===== src/rtl/branch_trace_sequencer_if.sv =====
// Record-in and predictor handshake bundle for branch_trace_sequencer.
// master = sequencer view, slave = environment view (trace source + predictor).
interface branch_trace_sequencer_if;
    logic       rec_valid;
    logic [7:0] rec_addr;
    logic       rec_dir;
    logic       rec_ready;
    logic       new_data_avail;
    logic [7:0] inst_lowest_byte;
    logic       direction_ground_truth;
    logic       pred_ready;
    logic       prediction;
    logic       training_done;
    logic       mem_reset_done;

    modport master (
        input  rec_valid, rec_addr, rec_dir,
        input  pred_ready, prediction, training_done, mem_reset_done,
        output rec_ready, new_data_avail, inst_lowest_byte, direction_ground_truth
    );

    modport slave (
        output rec_valid, rec_addr, rec_dir,
        output pred_ready, prediction, training_done, mem_reset_done,
        input  rec_ready, new_data_avail, inst_lowest_byte, direction_ground_truth
    );
endinterface


===== src/rtl/branch_trace_sequencer.sv =====
// Buffers branch trace records and feeds them one at a time to a perceptron-style predictor.
// Optional predictor-response timeout with sticky error state: define SEQ_TIMEOUT_EN.
module branch_trace_sequencer #(
    parameter int FIFO_DEPTH     = 4,
    parameter int TIMEOUT_CYCLES = 255
) (
    input  logic                            clk,
    input  logic                            rst,
    branch_trace_sequencer_if.master        bus,
    output logic                            busy,
    output logic [15:0]                     branch_count,
    output logic [15:0]                     mispredict_count,
    output logic                            err
);
    localparam int              PTR_W    = $clog2(FIFO_DEPTH);
    localparam logic [PTR_W:0]  FULL_CNT = (PTR_W + 1)'(FIFO_DEPTH);
    localparam logic [PTR_W:0]  CNT_ONE  = (PTR_W + 1)'(1);
    localparam logic [PTR_W-1:0] PTR_ONE = PTR_W'(1);

    if (FIFO_DEPTH < 2 || FIFO_DEPTH > 16 || (FIFO_DEPTH & (FIFO_DEPTH - 1)) != 0 ||
        TIMEOUT_CYCLES < 1 || TIMEOUT_CYCLES > 255) begin : g_bad_params
        $error("branch_trace_sequencer: parameter out of range");
    end

`ifdef SEQ_TIMEOUT_EN
    typedef enum logic [2:0] {WAIT_MEM, IDLE, ISSUE, TRAIN, GAP, ERR} state_t;
`else
    typedef enum logic [2:0] {WAIT_MEM, IDLE, ISSUE, TRAIN, GAP} state_t;
`endif

    state_t state, state_next;

    logic [8:0]       fifo_mem [FIFO_DEPTH];
    logic [PTR_W-1:0] wr_ptr, rd_ptr;
    logic [PTR_W:0]   count;
    logic             push, pop, respond;

    // Ready reflects the registered fill level, so a same-cycle pop never opens the door early.
    assign bus.rec_ready = (count != FULL_CNT);
    assign push          = bus.rec_valid && bus.rec_ready;
    assign pop           = (state == IDLE) && (count != '0);
    assign respond       = (state == ISSUE) && bus.pred_ready;

    // NOTE: the storage array is deliberately not reset; only pointers and count define validity.
    always_ff @(posedge clk) begin
        if (push) fifo_mem[wr_ptr] <= {bus.rec_addr, bus.rec_dir};
    end

    // NOTE: registers use non-blocking assignments so every flop samples pre-edge values.
    always_ff @(posedge clk or posedge rst) begin
        if (rst) begin
            wr_ptr <= '0;
            rd_ptr <= '0;
            count  <= '0;
        end else begin
            if (push) wr_ptr <= wr_ptr + PTR_ONE;
            if (pop)  rd_ptr <= rd_ptr + PTR_ONE;
            case ({push, pop})
                2'b10:   count <= count + CNT_ONE;
                2'b01:   count <= count - CNT_ONE;
                default: ;
            endcase
        end
    end

`ifdef SEQ_TIMEOUT_EN
    localparam logic [7:0] WAIT_LAST = 8'(TIMEOUT_CYCLES - 1);
    logic [7:0] wait_cnt;
    logic       timeout;

    assign timeout = (wait_cnt == WAIT_LAST);

    always_ff @(posedge clk or posedge rst) begin
        if (rst) begin
            wait_cnt <= '0;
        end else if (state_next != state && (state_next == ISSUE || state_next == TRAIN)) begin
            wait_cnt <= '0;
        end else if ((state == ISSUE || state == TRAIN) && wait_cnt != 8'hFF) begin
            wait_cnt <= wait_cnt + 8'd1;
        end
    end
`endif

    always_ff @(posedge clk or posedge rst) begin
        if (rst) state <= WAIT_MEM;
        else     state <= state_next;
    end

    always_comb begin
        // NOTE: default first so every path assigns state_next and no latch is inferred.
        state_next = state;
        case (state)
            WAIT_MEM: if (bus.mem_reset_done) state_next = IDLE;
            IDLE:     if (count != '0)        state_next = ISSUE;
            ISSUE: begin
                if (bus.pred_ready)  state_next = bus.training_done ? GAP : TRAIN;
`ifdef SEQ_TIMEOUT_EN
                else if (timeout)    state_next = ERR;
`endif
            end
            TRAIN: begin
                if (bus.training_done) state_next = GAP;
`ifdef SEQ_TIMEOUT_EN
                else if (timeout)      state_next = ERR;
`endif
            end
            GAP:      state_next = IDLE;
            default:  state_next = state;
        endcase
    end

    always_comb begin
        bus.new_data_avail = 1'b0;
        busy               = 1'b0;
        err                = 1'b0;
        case (state)
            ISSUE, TRAIN: begin
                bus.new_data_avail = 1'b1;
                busy               = 1'b1;
            end
            GAP:     busy = 1'b1;
`ifdef SEQ_TIMEOUT_EN
            ERR:     err  = 1'b1;
`endif
            default: ;
        endcase
    end

    // Issue registers hold the popped record until the next pop; counters saturate.
    always_ff @(posedge clk or posedge rst) begin
        if (rst) begin
            bus.inst_lowest_byte       <= '0;
            bus.direction_ground_truth <= 1'b0;
            branch_count               <= '0;
            mispredict_count           <= '0;
        end else begin
            if (pop) {bus.inst_lowest_byte, bus.direction_ground_truth} <= fifo_mem[rd_ptr];
            if (respond) begin
                if (branch_count != 16'hFFFF) branch_count <= branch_count + 16'd1;
                if (bus.prediction != bus.direction_ground_truth && mispredict_count != 16'hFFFF)
                    mispredict_count <= mispredict_count + 16'd1;
            end
        end
    end
endmodule


===== src/flat_wrapper.sv =====
// flat-port wrapper written by rule: the top's interface ports become plain ports
module branch_trace_sequencer_flat 
#(
    parameter int FIFO_DEPTH     = 4,
    parameter int TIMEOUT_CYCLES = 255
)
  (clk, rst, busy, branch_count, mispredict_count, err, bus_rec_valid, bus_rec_addr, bus_rec_dir, bus_pred_ready, bus_prediction, bus_training_done, bus_mem_reset_done, bus_rec_ready, bus_new_data_avail, bus_inst_lowest_byte, bus_direction_ground_truth);
  branch_trace_sequencer_if bus_i ();
  input  logic clk;
  input  logic rst;
  output logic busy;
  output logic [15:0] branch_count;
  output logic [15:0] mispredict_count;
  output logic err;
  input wire logic [$bits(bus_i.rec_valid)-1:0] bus_rec_valid;
  input wire logic [$bits(bus_i.rec_addr)-1:0] bus_rec_addr;
  input wire logic [$bits(bus_i.rec_dir)-1:0] bus_rec_dir;
  input wire logic [$bits(bus_i.pred_ready)-1:0] bus_pred_ready;
  input wire logic [$bits(bus_i.prediction)-1:0] bus_prediction;
  input wire logic [$bits(bus_i.training_done)-1:0] bus_training_done;
  input wire logic [$bits(bus_i.mem_reset_done)-1:0] bus_mem_reset_done;
  output wire logic [$bits(bus_i.rec_ready)-1:0] bus_rec_ready;
  output wire logic [$bits(bus_i.new_data_avail)-1:0] bus_new_data_avail;
  output wire logic [$bits(bus_i.inst_lowest_byte)-1:0] bus_inst_lowest_byte;
  output wire logic [$bits(bus_i.direction_ground_truth)-1:0] bus_direction_ground_truth;
  assign bus_i.rec_valid = bus_rec_valid;
  assign bus_i.rec_addr = bus_rec_addr;
  assign bus_i.rec_dir = bus_rec_dir;
  assign bus_i.pred_ready = bus_pred_ready;
  assign bus_i.prediction = bus_prediction;
  assign bus_i.training_done = bus_training_done;
  assign bus_i.mem_reset_done = bus_mem_reset_done;
  assign bus_rec_ready = bus_i.rec_ready;
  assign bus_new_data_avail = bus_i.new_data_avail;
  assign bus_inst_lowest_byte = bus_i.inst_lowest_byte;
  assign bus_direction_ground_truth = bus_i.direction_ground_truth;
  branch_trace_sequencer #(.FIFO_DEPTH(FIFO_DEPTH), .TIMEOUT_CYCLES(TIMEOUT_CYCLES)) u_core (.clk(clk), .rst(rst), .bus(bus_i), .busy(busy), .branch_count(branch_count), .mispredict_count(mispredict_count), .err(err));
endmodule

===== config.mk =====
export PLATFORM = sky130hd
export DESIGN_NAME = branch_trace_sequencer_flat
export DESIGN_NICKNAME = d
export VERILOG_FILES = /design/src/rtl/branch_trace_sequencer_if.sv /design/src/rtl/branch_trace_sequencer.sv /design/src/flat_wrapper.sv
export SDC_FILE = /design/constraint.sdc
export NUM_CORES = 1
export LEC_CHECK = 0
export ABC_AREA = 1
export CAP_MARGIN = 15
export CELL_PAD_IN_SITES_DETAIL_PLACEMENT = 1
export CELL_PAD_IN_SITES_GLOBAL_PLACEMENT = 2
export CORE_MARGIN = 2
export CORE_UTILIZATION = 35
export DETAILED_ROUTE_END_ITERATION = 10
export GPL_TIMING_DRIVEN = 1
export PLACE_DENSITY = 0.81
export SYNTH_ARGS = -nofsm -noshare
export SYNTH_HDL_FRONTEND = slang
export SYNTH_SLANG_ARGS = --single-unit

===== constraint.sdc =====
create_clock -name clk -period 5 [get_ports clk]
set_clock_uncertainty 0.05 [all_clocks]
set_input_delay 1 -clock clk [delete_from_list [all_inputs] [get_ports clk]]
set_output_delay 1 -clock clk [all_outputs]
set_load 0.1 [all_outputs]

---- Yosys cells after proc, flatten, opt, wreduce, memory -nomap -nowiden ----
Memory sizes are Yosys's and may differ from the RTL's. A register that Yosys moved wholly into a read port is not among the register bits.
Index checks and enable logic that the tools add are counted.
storage, ports and cells
  bits in read-only memories .............. 0
  output and inout bits ................... 45
  register bits after elaboration ......... 42
  logic and storage cells ................. 51
  bits in latches ......................... 0
  bits of input ports ..................... 16
  memories kept ........................... 1
  bits in writable memories ............... 36
memory list
  name             depth  bits a word  rd ports  clocked after Yosys merged registers in  wr ports  line                          text
  u_core.fifo_mem  4      9            1         1                                        1         branch_trace_sequencer.sv:33  logic [8:0] fifo_mem [FIFO_DEPTH];
operators by class
  shift-type cells ........................ 0
  muxes and demuxes ....................... 11
  reduce and logical (&&, ||, !) cells .... 13
  div/mod/pow operators ................... 0
  multipliers ............................. 0
  order comparisons ....................... 0
  equal/unequal tests ..................... 14
  bitwise gates (word level) .............. 0
  add/sub/neg operators ................... 6
operator list
  kind                                                                   count
  16-bit by 1-bit adder with 16-bit output, second input constant        2
  16-bit != test, second input constant                                  2
  3-bit two-way mux                                                      5
  3-bit case mux with 5 select lines                                     1
  2-bit != test, second input constant                                   4
  3-bit by 2-bit equality test with 1-bit output, second input constant  2
  3-bit case mux with 2 select lines                                     1
  5-bit AND reduction                                                    1
  5-bit nonzero test                                                     1
  2-bit by 1-bit adder with 2-bit output, second input constant          2
  1-bit logical AND                                                      4
  1-bit two-way mux                                                      4
  2-bit AND reduction                                                    2
  3-bit by 1-bit adder with 3-bit output, second input constant          1
  3-bit by 1-bit equality test with 1-bit output, second input constant  1
  3-bit equality test, second input constant                             1
  3-bit zero test                                                        1
  3-bit != test, second input constant                                   1
  3-bit nonzero test                                                     1
  3-bit OR reduction                                                     1
  3-bit by 1-bit subtractor with 3-bit output, second input constant     1
  2-bit by 1-bit equality test with 1-bit output, second input constant  1
  2-bit equality test, second input constant                             1
  2-bit nonzero test                                                     1
  other kinds (2)                                                        2

---- Depth between registers and ports, before layout ----
Gate-level depths: netlist (run 1).
  depth in word-level cells ............... 4
  gate-level depth with buffers ........... 11
  mapped depth without buffers ............ 10

---- Worst setup path after synthesis (run 1) ----
OpenSTA, ideal clock, no wires.
  kind .................................... reg-to-output
  start ................................... register u_core.state[0]
  end ..................................... output busy
  stages on the path, launching flop included .. 4
  buffers on the path ..................... 0
  path slack .............................. 1.185 ns
  arrival time ............................ 2.765 ns
  required time ........................... 3.950 ns
  path through ............................ dfrtp_1 > inv_1 > nand2_1 > o21ai_0
on the way
  longest elaborated chain between the ends .. 3
  elaborated cells between the ends (all ways) .. 5
  those cells by class .................... eq/ne: 3; mux: 1; reduce/logical: 1
ends and longest elaborated chain
  what                                                                                          line                           text
  start, declared                                                                               branch_trace_sequencer.sv:31   state_t state, state_next;
  start signal, assigned                                                                        branch_trace_sequencer.sv:86   else state <= state_next;
  3-bit by 2-bit equality test with 1-bit output / 3-bit equality test (equally long branches)  branch_trace_sequencer.sv:116  case (state)
  3-bit OR reduction (no line) (*)                                                              -
  1-bit two-way mux (*)                                                                         branch_trace_sequencer.sv:116
  end, declared                                                                                 flat_wrapper.sv:11             output logic busy;
Every way passes the cells marked *; elsewhere a longest branch is shown, timed or not.

---- Final worst setup path (run 1) ----
Ends and elaborated chain as after synthesis.

==> results of run 1 <==
-- cell usage in the layout (no fill, tap or decap), types with 6 or more instances in the layout --
cell	n
sky130_fd_sc_hd__nand2_1	179
sky130_fd_sc_hd__nor2_1	64
sky130_fd_sc_hd__clkdlybuf4s50_1	59
sky130_fd_sc_hd__dfrtp_1	51
sky130_fd_sc_hd__inv_1	39
sky130_fd_sc_hd__edfxtp_1	36
sky130_fd_sc_hd__o21ai_0	31
sky130_fd_sc_hd__nand3_1	21
sky130_fd_sc_hd__o22ai_1	10
sky130_fd_sc_hd__nand4_1	9
sky130_fd_sc_hd__xnor2_1	9
sky130_fd_sc_hd__clkbuf_16	9
sky130_fd_sc_hd__xor2_1	8
sky130_fd_sc_hd__ha_1	7
sky130_fd_sc_hd__o21ai_1	6
-- logic make-up (layout without fill, tap and decap cells) --
group,Yosys count,in the layout,synth area share
other,1,1,0.000876
buffers and inverters,56,121,0.0549
DFF,87,87,0.550
AOI/OAI and AO/OA,50,50,0.0613
and+or+nand+nor,284,284,0.273
adders and majority gates,8,8,0.0251
xor gates and xnor gates,17,17,0.0348
-- final cells by class --
| type | instances | area share |
|---|---|---|
| multi-input cells | 360 | 0.318 |
| clock inverters | 7 | 0.0188 |
| flip-flops and latches | 87 | 0.443 |
| well taps | 147 | 0.0345 |
| inverters | 45 | 0.0317 |
| clock buffers | 9 | 0.0423 |
| repair buffers | 60 | 0.112 |
-- worst min path at each step --
stage,to,start
2_1_floorplan,u_core.state[0]$_DFFE_PP0P_,u_core.state[0]$_DFFE_PP0P_
3_3_place_gp,u_core.bus.inst_lowest_byte[2]$_DFFE_PP0P_,u_core.bus.inst_lowest_byte[2]$_DFFE_PP0P_
3_5_place_dp,u_core.bus.inst_lowest_byte[7]$_DFFE_PP0P_,u_core.bus.inst_lowest_byte[7]$_DFFE_PP0P_
4_1_cts,u_core.bus.inst_lowest_byte[7]$_DFFE_PP0P_,u_core.bus.inst_lowest_byte[7]$_DFFE_PP0P_
5_1_grt,u_core.bus.inst_lowest_byte[2]$_DFFE_PP0P_,u_core.bus.inst_lowest_byte[2]$_DFFE_PP0P_
6_report,u_core.bus.inst_lowest_byte[2]$_DFFE_PP0P_,u_core.bus.inst_lowest_byte[2]$_DFFE_PP0P_
-- worst min-delay path, stage by stage, from the launching register on --
cell and delay [ns]:
sky130_fd_sc_hd__dfrtp_1 0.34, sky130_fd_sc_hd__nand2_1 0.06, sky130_fd_sc_hd__nand2_1 0.05
-- metrics by stage --
step | power (W) | hold slack (ns) | cell area (µm²)
finish | 0.00340 | 0.432 | 5320
global route | 0.00360 | 0.475 | 5320
CTS | 0.00343 | 0.440 | 5320
detailed placement | 0.00267 | 0.422 | 5000
global placement | 0.00263 | 0.415 | 5000
floorplan | 0.00228 | 0.435 | 4280
-- routing by layer --
layer / vias to the layer above / share of wire
li1: 1729 / -
met4: 0 / 0.016
met2: 55 / 0.48
met5: - / 0
met3: 12 / 0.030
met1: 1700 / 0.47
-- flip-flops by register name, summed over array words and instances (netlist names) --
register	flops
u_core.state	3
u_core.branch_count	16
u_core.bus.inst_lowest_byte	8
u_core.fifo_mem	36
u_core.wr_ptr	2
u_core.count	3
u_core.bus.direction_ground_truth	1
u_core.rd_ptr	2
u_core.mispredict_count	16
-- power breakdown --
| group | switching [W] | internal [W] | leakage (nW) |
|---|---|---|---|
| clock network | 0.000302 | 0.000444 | 0.161 |
| logic | 0.00117 | 0.000379 | 1.10 |
| registers | 0.000170 | 0.000935 | 0.985 |
==> impl_table.tex, run 1 <==
\begin{tabular}{lr}
\hline
Metric & Value \\
\hline
\multicolumn{2}{l}{\textbf{Critical path}} \\
\quad Cell at the slowest stage of the critical path & sky130\_fd\_sc\_hd\_\_clkdlybuf4s50\_1 \\
\quad Category of the most critical setup path & reg -> out \\
\quad CP startpoint kind & flip-flop \\
\quad Path length in cells of the critical path & 4 \\
\quad Cells traversed along the worst timing path & inv\_1 > nand2\_1 > o21ai\_0 > clkdlybuf4s50\_1 \\
\quad Depth of the most critical reg-to-reg path & 10 \\
\quad Data arrival time of the worst path & 2.43 ns \\
\quad Reg2Reg Setup Slack & 2.14 ns \\
\quad Endpoint of the worst register-to-register path & u\_core.count[2]\$\_DFFE\_PP0P\_ \\
\quad Worst r2r src & u\_core.state[2]\$\_DFFE\_PP0P\_ \\
\quad Cell family with most CP delay & buffers and inverters \\
\quad Max stage delay on crit path & 1.16 ns \\
\quad Crit. Startpoint & u\_core.state[0]\$\_DFFE\_PP0P\_ \\
\quad Buffering stage count on the worst path with inverters included & 2 \\
\quad CP endpoint & busy \\
\quad Crit path capture type & output port \\
\quad Data required, critical path & 3.95 ns \\
\quad Crit-path max FO & 5 \\
\multicolumn{2}{l}{\textbf{Placement}} \\
\quad Input/output buffers & 59 \\
\quad HPWL after detailed placement & 7280 µm \\
\quad GPL Wtd Cong & 0.759 \\
\quad Post-Place Setup Slack & 1.93 ns \\
\quad Post-Place Cells & 699 \\
\multicolumn{2}{l}{\textbf{Synthesis}} \\
\quad Most frequent cells after synthesis & sky130\_fd\_sc\_hd\_\_nand2\_1, sky130\_fd\_sc\_hd\_\_nor2\_1, sky130\_fd\_sc\_hd\_\_dfrtp\_1 \\
\quad Mean post-synth cell area & 8.51 µm² \\
\quad Leading register cell type out of synthesis & sky130\_fd\_sc\_hd\_\_dfrtp\_1 \\
\quad Sequential-to-total area share from yosys stat & 0.550 \\
\quad Yosys reg bits & 87 \\
\quad Dominant cell by count in the synthesized netlist & sky130\_fd\_sc\_hd\_\_nand2\_1 \\
\quad Proportion of synthesized flip-flops having asynchronous set or reset & 0.586 \\
\quad Post-synth cell types & 27 \\
\quad Post-synthesis cell type with the largest combined area & sky130\_fd\_sc\_hd\_\_dfrtp\_1 \\
\quad Synth warnings & 0 \\
\quad Number of enable flip-flop cells after synthesis & 36 \\
\quad Top post-synthesis cells by area & sky130\_fd\_sc\_hd\_\_dfrtp\_1, sky130\_fd\_sc\_hd\_\_edfxtp\_1, sky130\_fd\_sc\_hd\_\_nand2\_1 \\
\quad Post-synthesis net count & 527 \\
\quad Area fraction of the dominant cell type after synthesis & 0.298 \\
\quad Post-synthesis instance area & 0.00428 mm² \\
\quad Synthesized instance count & 503 \\
\multicolumn{2}{l}{\textbf{Final layout}} \\
\quad Fillers & 1,450 \\
\quad Area occupied by registers & 0.00236 mm² \\
\quad Antenna diode count & 0 \\
\quad Area of the multi-input gates & 0.00169 mm² \\
\quad Share of the core filled with cells & 0.445 \\
\quad Number of nets in the layout & 587 \\
\quad Share of layout cells above drive strength 1 & 0.0563 \\
\quad Fin cells & 715 \\
\quad Post-synthesis to final-layout area growth & 24.3\% \\
\multicolumn{2}{l}{\textbf{Drt}} \\
\quad ANT nets after route & 0 \\
\quad Vias per Instance & 4.89 \\
\quad Via count of the routed design & 3,496 \\
\quad Wire length reported by the detailed router & 10,700 µm \\
\quad Per-cell routed wire length & 14.9 µm \\
\quad DRC & 0 \\
\quad DR pass1 iterations & 4 \\
\quad First-iteration detailed-routing DRC count & 167 \\
\multicolumn{2}{l}{\textbf{Global routing}} \\
\quad Global-route layer with the greatest usage & met2 \\
\quad Global Route Usage Sum & 0.175 \\
\quad Total global routing overflow & 0 \\
\quad GR Util met1 & 0.219 \\
\quad Fraction of met3 tracks used by global routing & 0.0376 \\
\quad Fraction of met2 tracks used by global routing & 0.300 \\
\quad Wire length of the first global-routing pass & 17,700 µm \\
\quad Number of antenna violations at the first check in global routing & 0 \\
\quad Vias in the first global route & 3,576 \\
\quad Pin count of the biggest net entering global routing & 52 \\
\multicolumn{2}{l}{\textbf{Floorplan}} \\
\quad Vertical extent of the die & 115 µm \\
\quad Floorplan row count & 40 \\
\quad Effective utilization at floorplan & 0.358 \\
\quad DIE WIDTH & 115 µm \\
\quad CORE AREA & 0.0120 mm² \\
\quad Number of top-level pins & 61 \\
\quad Die footprint & 0.0131 mm² \\
\multicolumn{2}{l}{\textbf{Clocking}} \\
\quad Post-CTS setup buffer count & 0 \\
\quad Inserted Clock Buffers & 9 \\
\quad Max Root-Sink Buffers & 2 \\
\quad Root buffer cell & sky130\_fd\_sc\_hd\_\_clkbuf\_16 \\
\quad Clock insertion delay at the later pin of the skew report & 0.35 ns \\
\quad Clock Pin Slew Worst Setup and Hold Paths & 0.07 ns \\
\quad \# hold bufs at CTS & 0 \\
\quad Post-cts gate resize count & 0 \\
\quad Number of H-tree levels & 3 \\
\quad TritonCTS clock tree & built \\
\quad TritonCTS Sinks & 87 \\
\multicolumn{2}{l}{\textbf{Timing}} \\
\quad Final Worst Setup Slack & 1.52 ns \\
\quad Post-route minimum period & 3.48 ns \\
\quad Fmax & 0.288 GHz \\
\quad Setup repair after global routing missed its margin & no \\
\quad Part of the cycle the worst path needs & 0.695 \\
\quad Setup violations, final & 0 \\
\quad Pin slew with the least headroom to its limit & 0.990 ns \\
\quad Final Max Tran Viols & 0 \\
\quad Max-slew headroom & 0.338 \\
\quad TNS Setup & 0 ns \\
\quad Final Hold Vio Count & 0 \\
\multicolumn{2}{l}{\textbf{Min path}} \\
\quad Hold Path Stages & 2 \\
\quad Class of the worst hold path & reg -> reg \\
\multicolumn{2}{l}{\textbf{Status}} \\
\quad Run status & complete, no violations \\
\multicolumn{2}{l}{\textbf{Power and ir drop}} \\
\quad Power density cells & 638 mW/mm² \\
\quad Standby leakage power & 2.25 nW \\
\quad Peak supply drop & 0.365 mV \\
\multicolumn{2}{l}{\textbf{Flow run}} \\
\quad Number of violations of the max-capacitance limit & 0 \\
\hline
\end{tabular}
No activity file was read; power rests on OpenSTA's default activity.
==> run 2: changes to the inputs <==
CORE_UTILIZATION = 30   (was 35)
PLACE_DENSITY = 0.74   (was 0.81)
clock period = 2.9 ns   (was 5 ns; I/O delays follow)
==> impl_table.tex, run 2 (same netlist as run 1, synthesis figures left out) <==
\begin{tabular}{lr}
\hline
Metric & Value \\
\hline
\multicolumn{2}{l}{\textbf{Clocking}} \\
\quad Clock insertion delay at the later pin of the skew report & 0.35 ns (about the same) \\
\quad Clock Pin Slew Worst Setup and Hold Paths & 0.07 ns (about the same) \\
\quad Post-CTS setup buffer count & 0 (unchanged) \\
\quad Max Root-Sink Buffers & 2 (unchanged) \\
\quad Inserted Clock Buffers & 9 (unchanged) \\
\quad Post-cts gate resize count & 0 (unchanged) \\
\quad TritonCTS Sinks & 87 (unchanged) \\
\quad Root buffer cell & sky130\_fd\_sc\_hd\_\_clkbuf\_16 \\
\quad Number of H-tree levels & 3 (unchanged) \\
\quad TritonCTS clock tree & built \\
\quad \# hold bufs at CTS & 0 (unchanged) \\
\multicolumn{2}{l}{\textbf{Final layout}} \\
\quad Top library cells by usage in the layout, fill and taps aside & sky130\_fd\_sc\_hd\_\_nand2\_1, sky130\_fd\_sc\_hd\_\_nor2\_1, sky130\_fd\_sc\_hd\_\_buf\_4 \\
\quad Post-Layout Inst Area & 0.00530 mm² (-0.47\%) \\
\quad Share of the core filled with cells & 0.380 (-0.0648) \\
\quad Post-synthesis to final-layout area growth & 23.7\% \\
\quad Most common cell after layout, fill and taps aside & sky130\_fd\_sc\_hd\_\_nand2\_1 \\
\quad Share of layout cells above drive strength 1 & 0.142 (+0.0860) \\
\quad Number of flip-flops in the largest register & 36 (unchanged) \\
\quad Number of nets in the layout & 595 (+1.4\%) \\
\quad Largest register by flop count & u\_core.fifo\_mem \\
\quad Antenna diode count & 0 (unchanged) \\
\quad Registers with the most flip-flops & u\_core.fifo\_mem (36), u\_core.branch\_count (16), u\_core.mispredict\_count (16) \\
\multicolumn{2}{l}{\textbf{Critical path}} \\
\quad Category of the most critical setup path & in -> reg \\
\quad Data required, critical path & 3.07 ns (-0.88 ns) \\
\quad Cells traversed along the worst timing path & clkdlybuf4s50\_1 > nand2\_1 > ha\_1 > fa\_1 > a21oi\_1 > o21ai\_0 > xor2\_1 \\
\quad Data arrival time of the worst path & 2.36 ns (-0.07 ns) \\
\quad Max stage delay on crit path & 0.45 ns (-0.71 ns) \\
\quad Crit-path max FO & 8 (+3) \\
\quad Reg2Reg Setup Slack & 0.80 ns (-1.34 ns) \\
\quad CP startpoint kind & primary input \\
\quad Crit path capture type & flip-flop \\
\quad Cell at the slowest stage of the critical path & sky130\_fd\_sc\_hd\_\_clkdlybuf4s50\_1 \\
\multicolumn{2}{l}{\textbf{Global routing}} \\
\quad Number of antenna violations at the first check in global routing & 0 (unchanged) \\
\quad Vias in the first global route & 3,736 (+4.5\%) \\
\quad Total global routing overflow & 0 (unchanged) \\
\quad Pin count of the biggest net entering global routing & 33 (-37\%) \\
\quad Wire length of the first global-routing pass & 18,200 µm (+3.0\%) \\
\quad Global Route Usage Sum & 0.158 (-0.0177) \\
\multicolumn{2}{l}{\textbf{Floorplan}} \\
\quad CORE AREA & 0.0139 mm² (+16\%) \\
\quad Effective utilization at floorplan & 0.307 (-0.0507) \\
\quad Number of top-level pins & 61 (unchanged) \\
\quad Vertical extent of the die & 123 µm (+7.7\%) \\
\quad Floorplan row count & 43 (+7.5\%) \\
\quad Die footprint & 0.0152 mm² (+16\%) \\
\quad DIE WIDTH & 123 µm (+7.7\%) \\
\multicolumn{2}{l}{\textbf{Timing}} \\
\quad Final Hold Vio Count & 0 (unchanged) \\
\quad Final Max Tran Viols & 0 (unchanged) \\
\quad Max-slew headroom & 0.662 (+0.324) \\
\quad Fmax & 0.457 GHz \\
\quad TNS Setup & 0 ns (unchanged) \\
\quad Setup violations, final & 0 (unchanged) \\
\quad Pin slew with the least headroom to its limit & 0.506 ns (-0.484 ns) \\
\quad Post-route minimum period & 2.19 ns \\
\quad Setup repair after global routing missed its margin & no \\
\quad Part of the cycle the worst path needs & 0.754 \\
\multicolumn{2}{l}{\textbf{Placement}} \\
\quad Input/output buffers & 59 (unchanged) \\
\quad HPWL after detailed placement & 7770 µm (+6.8\%) \\
\quad GPL Wtd Cong & 0.769 (+1.4\%) \\
\quad Dpl cell area & 0.00500 mm² (about the same) \\
\multicolumn{2}{l}{\textbf{Power and ir drop}} \\
\quad Clock network fraction of total power & 0.206 (-0.014) \\
\quad Peak supply drop & 0.572 mV (+57\%) \\
\quad Power density cells & 1090 mW/mm² (+70\%) \\
\quad Internal power contribution & 0.00293 W (+67\%) \\
\quad Net switching fraction of the power & 0.490 (+0.00777) \\
\quad Sequential share of power & 0.324 (about the same) \\
\quad Combinational Power Share & 0.470 (+0.015) \\
\quad Switching power of the nets & 0.00282 W (+72\%) \\
\quad Standby leakage power & 2.34 nW (+4.2\%) \\
\multicolumn{2}{l}{\textbf{Drt}} \\
\quad ANT nets after route & 0 (unchanged) \\
\quad Via count of the routed design & 3,525 (+0.83\%) \\
\quad DRC & 0 (unchanged) \\
\quad Wire length reported by the detailed router & 11,000 µm (+3.3\%) \\
\quad Per-cell routed wire length & 14.6 µm (-2.3\%) \\
\quad Vias per Instance & 4.66 (-4.6\%) \\
\quad First-iteration detailed-routing DRC count & 165 (-1.2\%) \\
\quad DR pass1 iterations & 4 (unchanged) \\
\multicolumn{2}{l}{\textbf{Min path}} \\
\quad Class of the worst hold path & reg -> reg \\
\multicolumn{2}{l}{\textbf{Status}} \\
\quad Run status & complete, no violations \\
\multicolumn{2}{l}{\textbf{Flow run}} \\
\quad Number of violations of the max-capacitance limit & 0 (unchanged) \\
\hline
\end{tabular}
==> run 2: worst max-delay path: cells and delay by family <==
kind	cells	cell delay (ns)
AO/OA/AOI/OAI	2	0.25
XOR/XNOR	1	0.15
adder cells (fa/ha/maj)	2	0.74
buffers and inverters	1	0.45
AND/OR/NAND/NOR	1	0.18
==> run 2: final cells by class <==
| class | instances | area, µm² |
|---|---|---|
| Sequential cell | 87 | 2360 |
| Clock inverter | 6 | 67.6 |
| Multi-Input combinational cell | 360 | 1690 |
| Tap cell | 180 | 225 |
| Timing Repair Buffer | 68 | 561 |
| Fill cell | 1668 | 8640 |
| Clock buffer | 10 | 229 |
| Inverter | 45 | 169 |
==> run 2: path summary, 6_finish.rpt <==
kind                                                             from                                    endpoint  depth (start not counted)
setup / recovery                                        bus_rec_valid                 u_core.count[2]$_DFFE_PP0P_                          7
hold / removal             u_core.bus.inst_lowest_byte[3]$_DFFE_PP0P_  u_core.bus.inst_lowest_byte[3]$_DFFE_PP0P_                          2
setup reg to reg                          u_core.state[2]$_DFFE_PP0P_                 u_core.count[2]$_DFFE_PP0P_                         10
hold reg to reg            u_core.bus.inst_lowest_byte[3]$_DFFE_PP0P_  u_core.bus.inst_lowest_byte[3]$_DFFE_PP0P_                          2
max in group asynchronous                                         rst                 u_core.state[2]$_DFFE_PP0P_                          3
min in group asynchronous                                         rst          u_core.branch_count[3]$_DFFE_PP0P_                          2
==> run 2: routing by layer <==
metal,part of all wire,track usage,routed length [µm]
met2,0.49,0.269,5410
met5,0,0,0
met3,0.023,0.0231,257
met4,0.019,0.0661,207
met1,0.47,0.199,5150
==> run 2: metrics by stage <==
step | hold slack, ns | std cells | total power (W) | worst slack [ns]
floorplan | 0.435 | 503 | 0.00393 | 0.0283
global placement | 0.413 | 740 | 0.00457 | 0.390
detailed placement | 0.417 | 740 | 0.00463 | 0.347
CTS | 0.436 | 756 | 0.00585 | 0.711
global route | 0.455 | 756 | 0.00613 | 0.558
finish | 0.429 | 756 | 0.00575 | 0.714
==> run 2: power by group through the flow <==
stage / sequential, W / combinational, W / clock [W]
finish: 0.00186 / 0.00270 / 0.00119
global route: 0.00192 / 0.00294 / 0.00127
CTS: 0.00188 / 0.00275 / 0.00122
detailed placement: 0.00190 / 0.00274 / 0
global placement: 0.00188 / 0.00269 / 0
floorplan: 0.00281 / 0.00112 / 0
==> run 3: changes to the inputs <==
clock period = 1.77 ns   (was 2.9 ns; I/O delays follow)
==> impl_table.tex, run 3 (same netlist as run 1, synthesis figures left out) <==
\begin{tabular}{lr}
\hline
Metric & Value \\
\hline
\multicolumn{2}{l}{\textbf{Timing}} \\
\quad Final Worst Setup Slack & 0.0203 ns (-0.694 ns) \\
\quad Setup repair after global routing missed its margin & yes \\
\quad Post-route minimum period & 1.75 ns \\
\quad Final Max Tran Viols & 0 (unchanged) \\
\quad Final Hold Vio Count & 0 (unchanged) \\
\quad Part of the cycle the worst path needs & 0.989 \\
\quad Fmax & 0.572 GHz \\
\quad Setup violations, final & 0 (unchanged) \\
\multicolumn{2}{l}{\textbf{Clocking}} \\
\quad Root buffer cell & sky130\_fd\_sc\_hd\_\_clkbuf\_16 \\
\quad Number of H-tree levels & 3 (unchanged) \\
\quad Max Root-Sink Buffers & 2 (unchanged) \\
\quad Inserted Clock Buffers & 9 (unchanged) \\
\quad Clock Pin Slew Worst Setup and Hold Paths & 0.07 ns (about the same) \\
\quad TritonCTS clock tree & built \\
\quad TritonCTS Sinks & 87 (unchanged) \\
\quad Clock insertion delay at the later pin of the skew report & 0.34 ns (about the same) \\
\multicolumn{2}{l}{\textbf{Global routing}} \\
\quad Wire length of the first global-routing pass & 19,400 µm (+6.7\%) \\
\quad Global Route Usage Sum & 0.166 (+0.00856) \\
\quad Vias in the first global route & 3,857 (+3.2\%) \\
\quad Total global routing overflow & 0 (unchanged) \\
\quad Number of antenna violations at the first check in global routing & 0 (unchanged) \\
\quad Pin count of the biggest net entering global routing & 52 (+58\%) \\
\multicolumn{2}{l}{\textbf{Final layout}} \\
\quad Number of nets in the layout & 620 (+4.2\%) \\
\quad Largest register by flop count & u\_core.fifo\_mem \\
\quad Registers with the most flip-flops & u\_core.fifo\_mem (36), u\_core.branch\_count (16), u\_core.mispredict\_count (16) \\
\quad Post-Layout Inst Area & 0.00628 mm² (+18\%) \\
\quad Most common cell after layout, fill and taps aside & sky130\_fd\_sc\_hd\_\_nand2\_1 \\
\quad Antenna diode count & 0 (unchanged) \\
\quad Top library cells by usage in the layout, fill and taps aside & sky130\_fd\_sc\_hd\_\_nand2\_1, sky130\_fd\_sc\_hd\_\_nor2\_1, sky130\_fd\_sc\_hd\_\_buf\_12 \\
\quad Post-synthesis to final-layout area growth & 46.5\% \\
\quad Share of layout cells above drive strength 1 & 0.275 (+0.132) \\
\quad Number of flip-flops in the largest register & 36 (unchanged) \\
\quad Fillers & 1,573 (-5.7\%) \\
\multicolumn{2}{l}{\textbf{Critical path}} \\
\quad Depth of the most critical reg-to-reg path & 8 (-2) \\
\quad Data arrival time of the worst path & 1.35 ns (-1.01 ns) \\
\quad Endpoint of the worst register-to-register path & u\_core.count[2]\$\_DFFE\_PP0P\_ \\
\quad Data required, critical path & 1.37 ns (-1.70 ns) \\
\quad Crit path capture type & output port \\
\quad Reg2Reg Setup Slack & 0.04 ns (-0.76 ns) \\
\quad CP startpoint kind & flip-flop \\
\quad Worst r2r src & u\_core.count[2]\$\_DFFE\_PP0P\_ \\
\quad Crit-path max FO & 2 (-6) \\
\quad Category of the most critical setup path & reg -> out \\
\multicolumn{2}{l}{\textbf{Power and ir drop}} \\
\quad Combinational Power Share & 0.526 (+0.056) \\
\quad Clock network fraction of total power & 0.180 (-0.026) \\
\quad Peak supply drop & 1.05 mV (+84\%) \\
\quad Internal power contribution & 0.00595 W (+100\%) \\
\quad Net switching fraction of the power & 0.460 (-0.0296) \\
\quad Sequential share of power & 0.294 (-0.030) \\
\quad Standby leakage power & 2.60 nW (+11\%) \\
\quad Switching power of the nets & 0.00507 W (+80\%) \\
\quad Power density cells & 1760 mW/mm² (+62\%) \\
\multicolumn{2}{l}{\textbf{Floorplan}} \\
\quad Die footprint & 0.0152 mm² (unchanged) \\
\quad Number of top-level pins & 61 (unchanged) \\
\quad DIE WIDTH & 123 µm (unchanged) \\
\quad Vertical extent of the die & 123 µm (unchanged) \\
\quad Floorplan row count & 43 (unchanged) \\
\quad CORE AREA & 0.0139 mm² (unchanged) \\
\quad Effective utilization at floorplan & 0.307 (unchanged) \\
\multicolumn{2}{l}{\textbf{Drt}} \\
\quad Per-cell routed wire length & 14.9 µm (+1.8\%) \\
\quad ANT nets after route & 0 (unchanged) \\
\quad Wire length reported by the detailed router & 11,600 µm (+5.2\%) \\
\quad Vias per Instance & 4.66 (about the same) \\
\quad Via count of the routed design & 3,641 (+3.3\%) \\
\quad DR pass1 iterations & 4 (unchanged) \\
\quad DRC & 0 (unchanged) \\
\quad First-iteration detailed-routing DRC count & 109 (-34\%) \\
\multicolumn{2}{l}{\textbf{Min path}} \\
\quad Class of the worst hold path & in -> async \\
\multicolumn{2}{l}{\textbf{Placement}} \\
\quad Dpl cell area & 0.00584 mm² (+17\%) \\
\quad GPL Wtd Cong & 0.743 (-3.5\%) \\
\quad HPWL after detailed placement & 8210 µm (+5.7\%) \\
\quad Post-Place Setup Slack & -0.215 ns (-0.562 ns) \\
\quad Input/output buffers & 59 (unchanged) \\
\multicolumn{2}{l}{\textbf{Flow run}} \\
\quad Number of violations of the max-capacitance limit & 0 (unchanged) \\
\multicolumn{2}{l}{\textbf{Status}} \\
\quad Run status & complete, no violations \\
\hline
\end{tabular}
==> run 3: cell count changes in the layout (fill, tap and decap cells not counted), moves of 4 or more <==
cell | before | now
sky130_fd_sc_hd__buf_12 | 1 | 47
sky130_fd_sc_hd__buf_4 | 52 | 25
sky130_fd_sc_hd__buf_6 | 0 | 5
sky130_fd_sc_hd__dfrtp_1 | 51 | 19
sky130_fd_sc_hd__dfrtp_2 | 0 | 32
sky130_fd_sc_hd__inv_1 | 39 | 31
sky130_fd_sc_hd__inv_2 | 5 | 10
sky130_fd_sc_hd__inv_6 | 2 | 6
sky130_fd_sc_hd__nand2_1 | 179 | 174
sky130_fd_sc_hd__nand2_4 | 0 | 5
==> run 3: critical path: stages, from the launching register on <==
cell and delay, ns:
sky130_fd_sc_hd__dfrtp_1 0.40, sky130_fd_sc_hd__buf_6 0.13, sky130_fd_sc_hd__clkinvlp_4 0.09, sky130_fd_sc_hd__nand2_4 0.06, sky130_fd_sc_hd__o21ai_4 0.14, sky130_fd_sc_hd__buf_12 0.19
==> run 3: worst max path at each step <==
stage                           startpoint                          end  slack (ns)
2_1_floorplan  u_core.count[0]$_DFFE_PP0P_  u_core.count[1]$_DFFE_PP0P_       -0.11
3_3_place_gp                 bus_rec_valid  u_core.count[2]$_DFFE_PP0P_       -0.17
3_5_place_dp                 bus_rec_valid  u_core.count[2]$_DFFE_PP0P_       -0.22
4_1_cts        u_core.state[0]$_DFFE_PP0P_                         busy      -0.007
5_1_grt        u_core.count[0]$_DFFE_PP0P_  u_core.count[2]$_DFFE_PP0P_       -0.05
6_report       u_core.state[0]$_DFFE_PP0P_                         busy        0.02
==> run 3: routing by layer <==
metal / global-route usage / share of wire / wire (µm)
met5: 0 / 0 / 0
met4: 0.0547 / 0.013 / 151
met3: 0.0263 / 0.023 / 265
met2: 0.285 / 0.50 / 5820
met1: 0.213 / 0.46 / 5370
==> run 3: timing repair <==
action                     4_1_cts  5_1_grt
hold buffers                     0        0
setup endpoints to repair        2       17
pin swaps                        4        4
cloned                           0        1
resized for setup                8        7
setup buffers                    8        3
==> run 3: final cells by class <==
type | count | area, µm² | share of cell area
clock buffers | 10 | 229 | 0.0365
clock inverters | 6 | 73.8 | 0.0118
inverters | 45 | 185 | 0.0295
multi-input cells | 361 | 1830 | 0.292
flip-flops and latches | 87 | 2400 | 0.382
well taps | 180 | 225 | 0.0359
repair buffers | 92 | 1340 | 0.213
==> run 3: power groups by stage <==
stage          clock network (W)  logic (W)  registers, W
2_1_floorplan                  0    0.00199       0.00468
3_3_place_gp                   0    0.00536       0.00327
3_5_place_dp                   0    0.00551       0.00331
4_1_cts                  0.00204    0.00573       0.00328
5_1_grt                  0.00211    0.00624       0.00331
6_report                 0.00198    0.00579       0.00324
==> run 3: metrics by stage <==
step	power, W	TNS [ns]	util	std cells	hold WS, ns
floorplan	0.00667	-1.21	-	503	0.403
global route	0.0117	-0.0864	0.450	781	0.375
finish	0.0110	0	0.450	781	0.343
global placement	0.00864	-0.248	0.419	753	0.483
detailed placement	0.00882	-0.335	0.419	753	0.485
CTS	0.0110	-0.00673	0.447	777	0.352
==> RTL change: new RTL, flow settings as in run 1 <==
The 5 states of `state_t` get a one-hot encoding in 5 bits.
--- a/src/rtl/branch_trace_sequencer.sv
+++ b/src/rtl/branch_trace_sequencer.sv
@@ -26,5 +26,5 @@
     typedef enum logic [2:0] {WAIT_MEM, IDLE, ISSUE, TRAIN, GAP, ERR} state_t;
 `else
-    typedef enum logic [2:0] {WAIT_MEM, IDLE, ISSUE, TRAIN, GAP} state_t;
+    typedef enum logic [4:0] {WAIT_MEM = 5'b00001, IDLE = 5'b00010, ISSUE = 5'b00100, TRAIN = 5'b01000, GAP = 5'b10000} state_t;
 `endif
 
Function: no difference found for any inputs over 10 cycles, from zero or initial values and one cycle with rst high; not proved beyond that.
==> RTL change against run 1 <==
- routed wire length decreased by 3.0%
- synthesized area is 2.2% higher
- sequential cell count up 2
- synthesized cell count decreased by 0.40%
- worst setup slack lost 0.022 ns
- maximum frequency shrank 0.64%
- hold slack improved by 0.019 ns
- cell area increased by 1.9%
- count of clock-buffer cells in the layout stayed put
- die area increased by 2.2%
Power is not compared: it rests on default switching activity, and its combinational part moved more than twofold at a synthesized area within 25%.
==> RTL change: results (changes against run 1) <==
GP Congestion 0.832 (+9.6%); Iteration-0 DRC Markers 138 (-17%); status completed; origin of the critical flop-to-flop path u_core.state[3]; worst setup path startpoint u_core.state[1]; CP Max Fanout 7 (+2); asr flop ratio synth 59.6% (+0.93 points); layout cell share with drive strength beyond 1 5.65% (+0.020 points); Tightest Pin Transition 1.02 ns (+0.0307 ns); Data buffer area share 11.0% (-0.21 points); Signal inverters 43 (-4.4%); worst slack at placement 1.87 ns (-0.0533 ns); Seq/Total Area, Yosys 55.0% (about the same); antenna violations before repair 0 (unchanged); first-pass GRT wire length 17900 µm (+1.3%); Detailed Route WL 10400 µm (-3.0%); post-DP HPWL 7480 µm (+2.7%); CP arrival 2.45 ns (+0.02 ns); Area contributors post-synth dfrtp_1 30%, edfxtp_1 25%, nand2_1 13%, nor2_1 7.0%, o21ai_0 3.7%; FF+latch area 0.00241 mm² (+2.2%); Avg Synthesized Cell Area 8.74 µm² (+2.7%); total track usage 17.1% (-0.40 points); Post-synth EDFFs 36 (unchanged); Synth Area in XOR/XNOR 5.20% (+1.7 points); Net Count, Synth 525 (-0.38%); vias in the first global route 3615 (+1.1%); final-layout clock-cell area share 5.70% (-0.41 points); Synth Area in Compound Gates 5.77% (-0.36 points); Multi-input gate area 0.00173 mm² (+2.6%); synth unique cells 31 (+15%); worst hold start u_core.count[2]; Vias/cell 4.73 (-3.3%); Inst Count DP 718 (+2.7%); Synth Area in Adders 2.46% (-0.055 points); #MultiIn Comb 358 (-0.56%); Final nets 585 (-0.34%); TritonRoute pass-1 iters 6 (+2); largest net degree at the start of global routing 35 (-33%); commonest cells in the synthesized netlist 153 x nand2_1, 82 x nor2_1, 52 x dfrtp_1
==> RTL change: cell count changes in the layout (fill, tap and decap cells not counted), moves of 6 or more <==
cell and change:
o22ai_1 -10, o21ai_1 -6, a31oi_1 +9, nor2_1 +18, nand2_1 -26, xnor2_1 +9
==> RTL change: final timing paths <==
check	endpoint	slack (ns)	cells past startpoint
setup / recovery	bus_new_data_avail	1.50	4
max in group asynchronous	u_core.state[0]	2.97	3
hold / removal	u_core.count[2]	0.45	1
hold reg to reg	u_core.count[2]	0.45	1
setup reg to reg	u_core.count[2]	2.12	11
min in group asynchronous	u_core.bus.inst_lowest_byte[6]	1.08	2
==> RTL change: per-stage QoR <==
step                      area [µm²]  total power, µW
after floorplan                 4380             1030
after global routing            5420             1870
after detailed placement        5110             1100
after CTS                       5420             1810
after global placement          5110             1080
final                           5420             1780
==> RTL change: routing by layer <==
layer	up-vias	GRT usage [%]	routed length, µm
li1	1720	-	-
met1	1689	21.5	4620
met2	53	29.6	5240
met3	10	4.86	392
met4	0	3.73	95
met5	-	0	0
